[src/rtl/bstream_gen.sv]
// Two-channel unipolar stochastic bitstream encoder: one LFSR per channel, burst of len cycles.
// Optional per-channel ones counters are enabled by defining BSTREAM_GEN_ONES_CNT_EN.
module bstream_gen #(
   parameter int unsigned      WIDTH  = 8,
   parameter int unsigned      LEN_W  = 16,
   parameter logic [WIDTH-1:0] SEED_A = WIDTH'((WIDTH == 16) ? 32'hACE1 : 32'hA5),
   parameter logic [WIDTH-1:0] SEED_B = WIDTH'((WIDTH == 16) ? 32'h5EED : 32'h3C)
) (
   input  logic             clk_i,
   input  logic             rst_ni,
   input  logic             start_i,
   input  logic [WIDTH-1:0] val_a_i,
   input  logic [WIDTH-1:0] val_b_i,
   input  logic [LEN_W-1:0] len_i,
   output logic [1:0]       x_o,
   output logic             valid_o,
   output logic             busy_o,
   output logic             done_o
`ifdef BSTREAM_GEN_ONES_CNT_EN
   ,
   output logic [LEN_W-1:0] ones_a_o,
   output logic [LEN_W-1:0] ones_b_o
`endif
);

   // An all-zero seed would lock the LFSR, so it is promoted to 1.
   localparam logic [WIDTH-1:0] SeedA = (SEED_A == '0) ? WIDTH'(1) : SEED_A;
   localparam logic [WIDTH-1:0] SeedB = (SEED_B == '0) ? WIDTH'(1) : SEED_B;

   if ((WIDTH != 8) && (WIDTH != 16)) begin : gen_width_check
      $error("bstream_gen: WIDTH must be 8 or 16");
   end

   typedef enum logic [1:0] {StIdle, StRun, StDone} state_e;

   state_e           state_q, state_d;
   logic [WIDTH-1:0] lfsr_a_q, lfsr_a_d;
   logic [WIDTH-1:0] lfsr_b_q, lfsr_b_d;
   logic [WIDTH-1:0] val_a_q, val_a_d;
   logic [WIDTH-1:0] val_b_q, val_b_d;
   logic [LEN_W-1:0] cnt_q, cnt_d;
   logic             fb_a, fb_b;
   logic             bit_a, bit_b;

   if (WIDTH == 16) begin : gen_taps16
      assign fb_a = lfsr_a_q[15] ^ lfsr_a_q[14] ^ lfsr_a_q[12] ^ lfsr_a_q[3];
      assign fb_b = lfsr_b_q[15] ^ lfsr_b_q[14] ^ lfsr_b_q[12] ^ lfsr_b_q[3];
   end else begin : gen_taps8
      assign fb_a = lfsr_a_q[7] ^ lfsr_a_q[5] ^ lfsr_a_q[4] ^ lfsr_a_q[3];
      assign fb_b = lfsr_b_q[7] ^ lfsr_b_q[5] ^ lfsr_b_q[4] ^ lfsr_b_q[3];
   end

   assign bit_a = (lfsr_a_q <= val_a_q);
   assign bit_b = (lfsr_b_q <= val_b_q);

   always_comb begin
      state_d  = state_q;
      lfsr_a_d = lfsr_a_q;
      lfsr_b_d = lfsr_b_q;
      val_a_d  = val_a_q;
      val_b_d  = val_b_q;
      cnt_d    = cnt_q;
      unique case (state_q)
         StIdle: begin
            if (start_i) begin
               val_a_d  = val_a_i;
               val_b_d  = val_b_i;
               lfsr_a_d = SeedA;
               lfsr_b_d = SeedB;
               cnt_d    = len_i;
               state_d  = (len_i != '0) ? StRun : StDone;
            end
         end
         StRun: begin
            lfsr_a_d = {lfsr_a_q[WIDTH-2:0], fb_a};
            lfsr_b_d = {lfsr_b_q[WIDTH-2:0], fb_b};
            cnt_d    = cnt_q - LEN_W'(1);
            if (cnt_q == LEN_W'(1)) begin
               state_d = StDone;
            end
         end
         StDone: begin
            state_d = StIdle;
         end
         default: begin
            state_d = StIdle;
         end
      endcase
   end

   always_comb begin
      valid_o = (state_q == StRun);
      busy_o  = (state_q != StIdle);
      done_o  = (state_q == StDone);
      x_o     = 2'b00;
      if (valid_o) begin
         x_o = {bit_b, bit_a};
      end
   end

   always_ff @(posedge clk_i or negedge rst_ni) begin
      if (!rst_ni) begin
         state_q  <= StIdle;
         lfsr_a_q <= SeedA;
         lfsr_b_q <= SeedB;
         val_a_q  <= '0;
         val_b_q  <= '0;
         cnt_q    <= '0;
      end else begin
         state_q  <= state_d;
         lfsr_a_q <= lfsr_a_d;
         lfsr_b_q <= lfsr_b_d;
         val_a_q  <= val_a_d;
         val_b_q  <= val_b_d;
         cnt_q    <= cnt_d;
      end
   end

`ifdef BSTREAM_GEN_ONES_CNT_EN
   logic [LEN_W-1:0] ones_a_q, ones_a_d;
   logic [LEN_W-1:0] ones_b_q, ones_b_d;

   always_comb begin
      ones_a_d = ones_a_q;
      ones_b_d = ones_b_q;
      if ((state_q == StIdle) && start_i) begin
         ones_a_d = '0;
         ones_b_d = '0;
      end else if (state_q == StRun) begin
         ones_a_d = ones_a_q + LEN_W'(bit_a);
         ones_b_d = ones_b_q + LEN_W'(bit_b);
      end
   end

   always_ff @(posedge clk_i or negedge rst_ni) begin
      if (!rst_ni) begin
         ones_a_q <= '0;
         ones_b_q <= '0;
      end else begin
         ones_a_q <= ones_a_d;
         ones_b_q <= ones_b_d;
      end
   end

   assign ones_a_o = ones_a_q;
   assign ones_b_o = ones_b_q;
`endif

endmodule
[config.mk]
export PLATFORM = sky130hd
export DESIGN_NAME = bstream_gen
export DESIGN_NICKNAME = d
export VERILOG_FILES = /design/src/rtl/bstream_gen.sv
export SDC_FILE = /design/constraint.sdc
export NUM_CORES = 1
export LEC_CHECK = 0
export ABC_CLOCK_PERIOD_IN_PS = 2580
export BUFFER_PORTS_ARGS = -buffer_cell sky130_fd_sc_hd__buf_2
export CAP_MARGIN = 25
export CORE_ASPECT_RATIO = 0.75
export CORE_MARGIN = 1.5
export CORE_UTILIZATION = 45
export CTS_CLUSTER_DIAMETER = 200
export CTS_CLUSTER_SIZE = 10
export DETAILED_ROUTE_END_ITERATION = 16
export HOLD_SLACK_MARGIN = 0.08
export PLACE_DENSITY = 0.62
export SYNTH_ARGS = -nofsm -noshare
export SYNTH_HDL_FRONTEND = slang
export SYNTH_SLANG_ARGS = --single-unit
[constraint.sdc]
create_clock -name clk_i -period 2.58 [get_ports clk_i]
set_clock_uncertainty 0.2 [all_clocks]
set_input_delay 0.387 -clock clk_i [delete_from_list [all_inputs] [get_ports clk_i]]
set_output_delay 0.387 -clock clk_i [all_outputs]
set_load 0.03 [all_outputs]
; ---- Yosys cells after proc, flatten, opt, wreduce, memory -nomap -nowiden
; Index checks and enable logic that the tools add are counted.
[totals]
ff_bits = 50
input_bits = 35
output_inout_bits = 5
wordCells = 38
[classes]
addsub = 1
magnitude_cmp = 2
n_eq_ne = 5
mux = 11
bitwise_logic = 6
n_reduce_logical = 7
[op_table]
columns = operator, n
row1 = one-hot mux 16 bit (2 select lines), 1
row2 = one-hot mux 8 bit (2 select lines), 2
row3 = equality test 16 x 1 -> 1 bit (second input constant), 1
row4 = <= comparator 8 bit, 2
row5 = two-way mux 16 bit, 1
row6 = two-way mux 8 bit, 2
row7 = nonzero test 16 bit, 1
row8 = subtractor 16 x 1 -> 16 bit (second input constant), 1
row9 = two-way mux 2 bit, 4
row10 = AND reduction 2 bit, 3
row11 = XOR 1 bit, 6
row12 = one-hot mux 2 bit (2 select lines), 1
row13 = nonzero test 2 bit, 2
row14 = equality test 2 x 1 -> 1 bit (second input constant), 1
row15 = equality test 2 bit (second input constant), 1
row16 = zero test 2 bit, 1
row17 = != test 2 x 1 -> 1 bit (second input constant), 1
row18 = != test 2 bit (second input constant), 1

; ---- Longest topological paths before layout
[depth]
word_depth = 4
depth_mapped = 6
ltp_nobuf = 6

; ---- Worst setup path before layout
; No wires, ideal clock.
[synth_path]
path_type = reg2out
startpoint = register lfsr_b_q[2]
endpoint = output x_o[1]
arrival_ps = 1646
required_ps = 1993
setup_slack_ps = 347
stages_incl_launch_ff = 6
path_buffers = 0
path_cell_list = dfstp_2 -> ha_1 -> a21oi_1 -> o221a_2 -> o211ai_1 -> a21oi_1
[synth_via]
elab_chain_len = 2
[synth_lines]
columns = element, line
row1 = "start, declared", 38  ; logic [WIDTH-1:0] lfsr_b_q, lfsr_b_d;
row2 = "start signal, assigned", 112  ; lfsr_b_q <= lfsr_b_d;
row3 = <= comparator 8 bit, 54  ; assign bit_b = (lfsr_b_q <= val_b_q);
row4 = two-way mux 2 bit, 96  ; if (valid_o) begin
row5 = "end, declared", 15  ; output logic [1:0] x_o,
; No other way between the ends.

; ---- Worst setup path after layout
[layout_path]
startpoint = register lfsr_a_q[5]
endpoint = output x_o[0]
[layout_via]
elab_chain_len = 2
[layout_lines]
columns = element, line
row1 = "start, declared", 37  ; logic [WIDTH-1:0] lfsr_a_q, lfsr_a_d;
row2 = "start signal, assigned", 111  ; lfsr_a_q <= lfsr_a_d;
row3 = <= comparator 8 bit, 53  ; assign bit_a = (lfsr_a_q <= val_a_q);
row4 = two-way mux 2 bit, 96
; No other way between the ends.

==> impl_metrics.env <==
export IMPL_crit_fanout=4
export IMPL_antenna_found_initial=0
export IMPL_cts_buffers=5
export IMPL_vdd_ir_drop_max_v=0.000500
export IMPL_drt_first_pass_iters=4
export IMPL_crit_path_start_kind="flip-flop"
export IMPL_path_class="reg -> out"
export IMPL_synth_top_cell_area_share_pct=36.3
export IMPL_min_to="val_b_q[5]"
export IMPL_reg2reg_to="cnt_q[10]"
export IMPL_design_core_area_um2=6260
export IMPL_dp_hpwl_mm=4.92
export IMPL_setup_worst_path_end_class="primary output"
export IMPL_cts_max_level=2
export IMPL_wl_per_cell_um=15.8
export IMPL_fp_dieH_um=72.5
export IMPL_final_fill_count=568
export IMPL_clk_pin_slew_ns=0.10
export IMPL_fp_row_count=25
export IMPL_top_level_ports=40
export IMPL_max_freq_mhz=400
export IMPL_area_growth_pct=20.0
export IMPL_synth_edff_count=0
export IMPL_synthFlopType="dfrtp_1"
export IMPL_holdPathStages=3
export IMPL_rr_startpoint="cnt_q[1]"
export IMPL_setup_tns_final_ns=0
export IMPL_die_area_um2=6940
export IMPL_portBuffers=39
export IMPL_cts_path_max_buffers=2
export IMPL_fin_crit_sh_pct=96.8
export IMPL_routed_wirelength_mm=6.87
export IMPL_initial_utilization_pct=46.3
export IMPL_min_path_type="in -> reg"
export IMPL_required_ns=1.99
export IMPL_cap_viol_max_count=0
export IMPL_postRouteAntennaNets=0
export IMPL_rr_worst_depth=6
export IMPL_grt_max_degree=33
export IMPL_gp_congestion=0.933
export IMPL_netlist_instances=302
export IMPL_grt_pass1_wl_mm=11.3
export IMPL_antenna_cells=0
export IMPL_drt_iter0_drc=215
export IMPL_ys_warn_count=0
export IMPL_grt_setup_unrepaired="false"
export IMPL_report_final_slew_viol_count=0
export IMPL_track_usage_pct=21.3
export IMPL_finalSetupViolations=0
export IMPL_die_width_um=95.7
export IMPL_clockRootBuffer="clkbuf_8"
export IMPL_p_leak_nw=1.55
export IMPL_worstPathArrival_ns=1.91
export IMPL_clkLatencyLatePin_ns=0.30
export IMPL_grt_pass1_vias=2244
export IMPL_hp_start="val_b_i[5]"
export IMPL_drive_above_1_share_pct=22.9
export IMPL_reg2reg_slack_ns=0.43
export IMPL_clock_sinks=50
export IMPL_power_density_nw_per_um2=1300
export IMPL_vias=2415
export IMPL_worst_slew_pin_slew_ns=0.589
export IMPL_ys_ff_latch=50
export IMPL_netlist_area_um2=2900
export IMPL_synth_nets=355
export IMPL_syn_avg_cell_area_um2=9.60
export IMPL_yosys_area_top_type="dfrtp_1"
export IMPL_hold_slack_ns=0.0878
export IMPL_synthTopCellsByArea="dfrtp_1 (36%), ha_1 (7.8%), dfstp_2 (7.3%)"
export IMPL_synthArstFlopShare_pct=100
export IMPL_via_per_inst=5.55
export IMPL_fin_nets=406
export IMPL_cts_tree="built"
export IMPL_period_needed_ns=2.50
export IMPL_ys_seq_area_share_pct=43.5
export IMPL_remaining_drc_errors=0
export IMPL_relSlewSlack_pct=60.7
export IMPL_status="finished clean"
export IMPL_final_hold_viol_count=0
export IMPL_ys_types=52
export IMPL_grt_overflow=0
[sequential cells by signal, summed over array words and instances, names as in the netlist]
name / count
val_b_q: 8
lfsr_a_q: 8
state_q: 2
lfsr_b_q: 8
cnt_q: 16
val_a_q: 8
[power breakdown]
| part | switching, mW | internal (mW) |
|---|---|---|
| Sequential | 0.391 | 1.21 |
| Combinational | 1.20 | 1.03 |
| Clock | 0.264 | 0.414 |
| Total | 1.86 | 2.66 |
[synthesized netlist by cell type, types with 2 or more instances]
library cell,instances
a211oi_1,4
nor3b_1,2
buf_2,3
dfstp_2,8
dfrtp_1,42
o21ai_0,22
nor4_4,2
xnor2_1,4
nor4_1,7
a22o_1,5
nor2_1,17
mux2i_1,5
o22a_1,14
nor3_1,6
nand3_1,5
o211a_1,2
nand2b_1,2
a22oi_1,2
o22ai_1,10
ha_1,18
xor2_1,4
clkbuf_1,13
a21oi_1,16
nand4_1,8
a211o_1,3
nand2_1,26
mux2_2,2
inv_1,23
nor4_2,2
a311oi_1,2
o211ai_1,2
[metrics by stage]
stage	area (um^2)	power, mW	cells	setup slack, ns	utilization (%)
after detailed placement	3210	3.77	415	0.356	51.4
after global routing	3480	4.90	435	0.00397	55.6
after CTS	3450	4.48	432	0.0335	55.1
after floorplan	2900	3.18	302	0.347	-
final	3480	4.51	435	0.0821	55.6
after global placement	3210	3.71	415	0.365	51.4
[cells by family (layout without fill, tap and decap cells)]
| kind of cell | after synthesis | in the layout | share of synthesized area [%] |
|---|---|---|---|
| adders and majority gates | 18 | 18 | 7.77 |
| and+or+nand+nor | 85 | 85 | 16.3 |
| DFF | 50 | 50 | 43.5 |
| AOI/OAI and AO/OA | 91 | 91 | 21.5 |
| xor gates and xnor gates | 8 | 8 | 2.42 |
| buffers and inverters | 43 | 95 | 6.09 |
| muxes | 7 | 7 | 2.50 |
[worst max-delay path, cell delays in order, from the launching register on]
cell      delay, ns
dfstp_2        0.57
ha_1           0.25
a211o_1        0.26
o211ai_1       0.10
and3b_1        0.18
a21bo_2        0.13
buf_6          0.12
[timing repair]
item,4_1_cts,5_1_grt
buffers inserted,0,3
endpoints found under the hold margin,28,0
gates resized for setup,1,3
pin swaps,0,3
hold buffers,9,0
setup endpoints to repair,1,2
[cell usage in the layout, fill, tap and decap left out, drive strengths merged, types with 9 or more instances in the layout]
| master | Yosys | final |
|---|---|---|
| a21oi | 16 | 16 |
| buf | 6 | 54 |
| dfrtp | 42 | 42 |
| dlygate4sd3 | 0 | 9 |
| ha | 18 | 18 |
| inv | 23 | 23 |
| nand2 | 26 | 26 |
| nor2 | 17 | 17 |
| nor4 | 11 | 11 |
| o21ai | 22 | 22 |
| o22a | 15 | 15 |
| o22ai | 10 | 10 |
[worst max-delay path by stage]
stage | start | to | slack, ns
after floorplan | lfsr_b_q[2] | x_o[1] | 0.35
after global placement | lfsr_a_q[5] | x_o[0] | 0.37
after detailed placement | lfsr_a_q[5] | x_o[0] | 0.36
after CTS | lfsr_a_q[5] | x_o[0] | 0.03
after global routing | lfsr_a_q[5] | x_o[0] | 0.004
final | lfsr_a_q[5] | x_o[0] | 0.08
[metal layers]
layer	share of wire, %	global-route usage, %
met1	52	32.9
met2	42	30.2
met4	0.84	4.90
met5	0	0
met3	5.4	4.30
[area by class of cell]
class                   instances  area (um^2)  area share, %
clock buffers                   6         82.6           2.37
clock inverters                 2         60.1           1.73
inverters                      24         90.1           2.59
multi-input cells             209         1460           42.1
flip-flops and latches         50         1260           36.3
well taps                      81          101           2.91
repair buffers                 63          419           12.1
No activity file was read; power rests on OpenSTA's default activity.
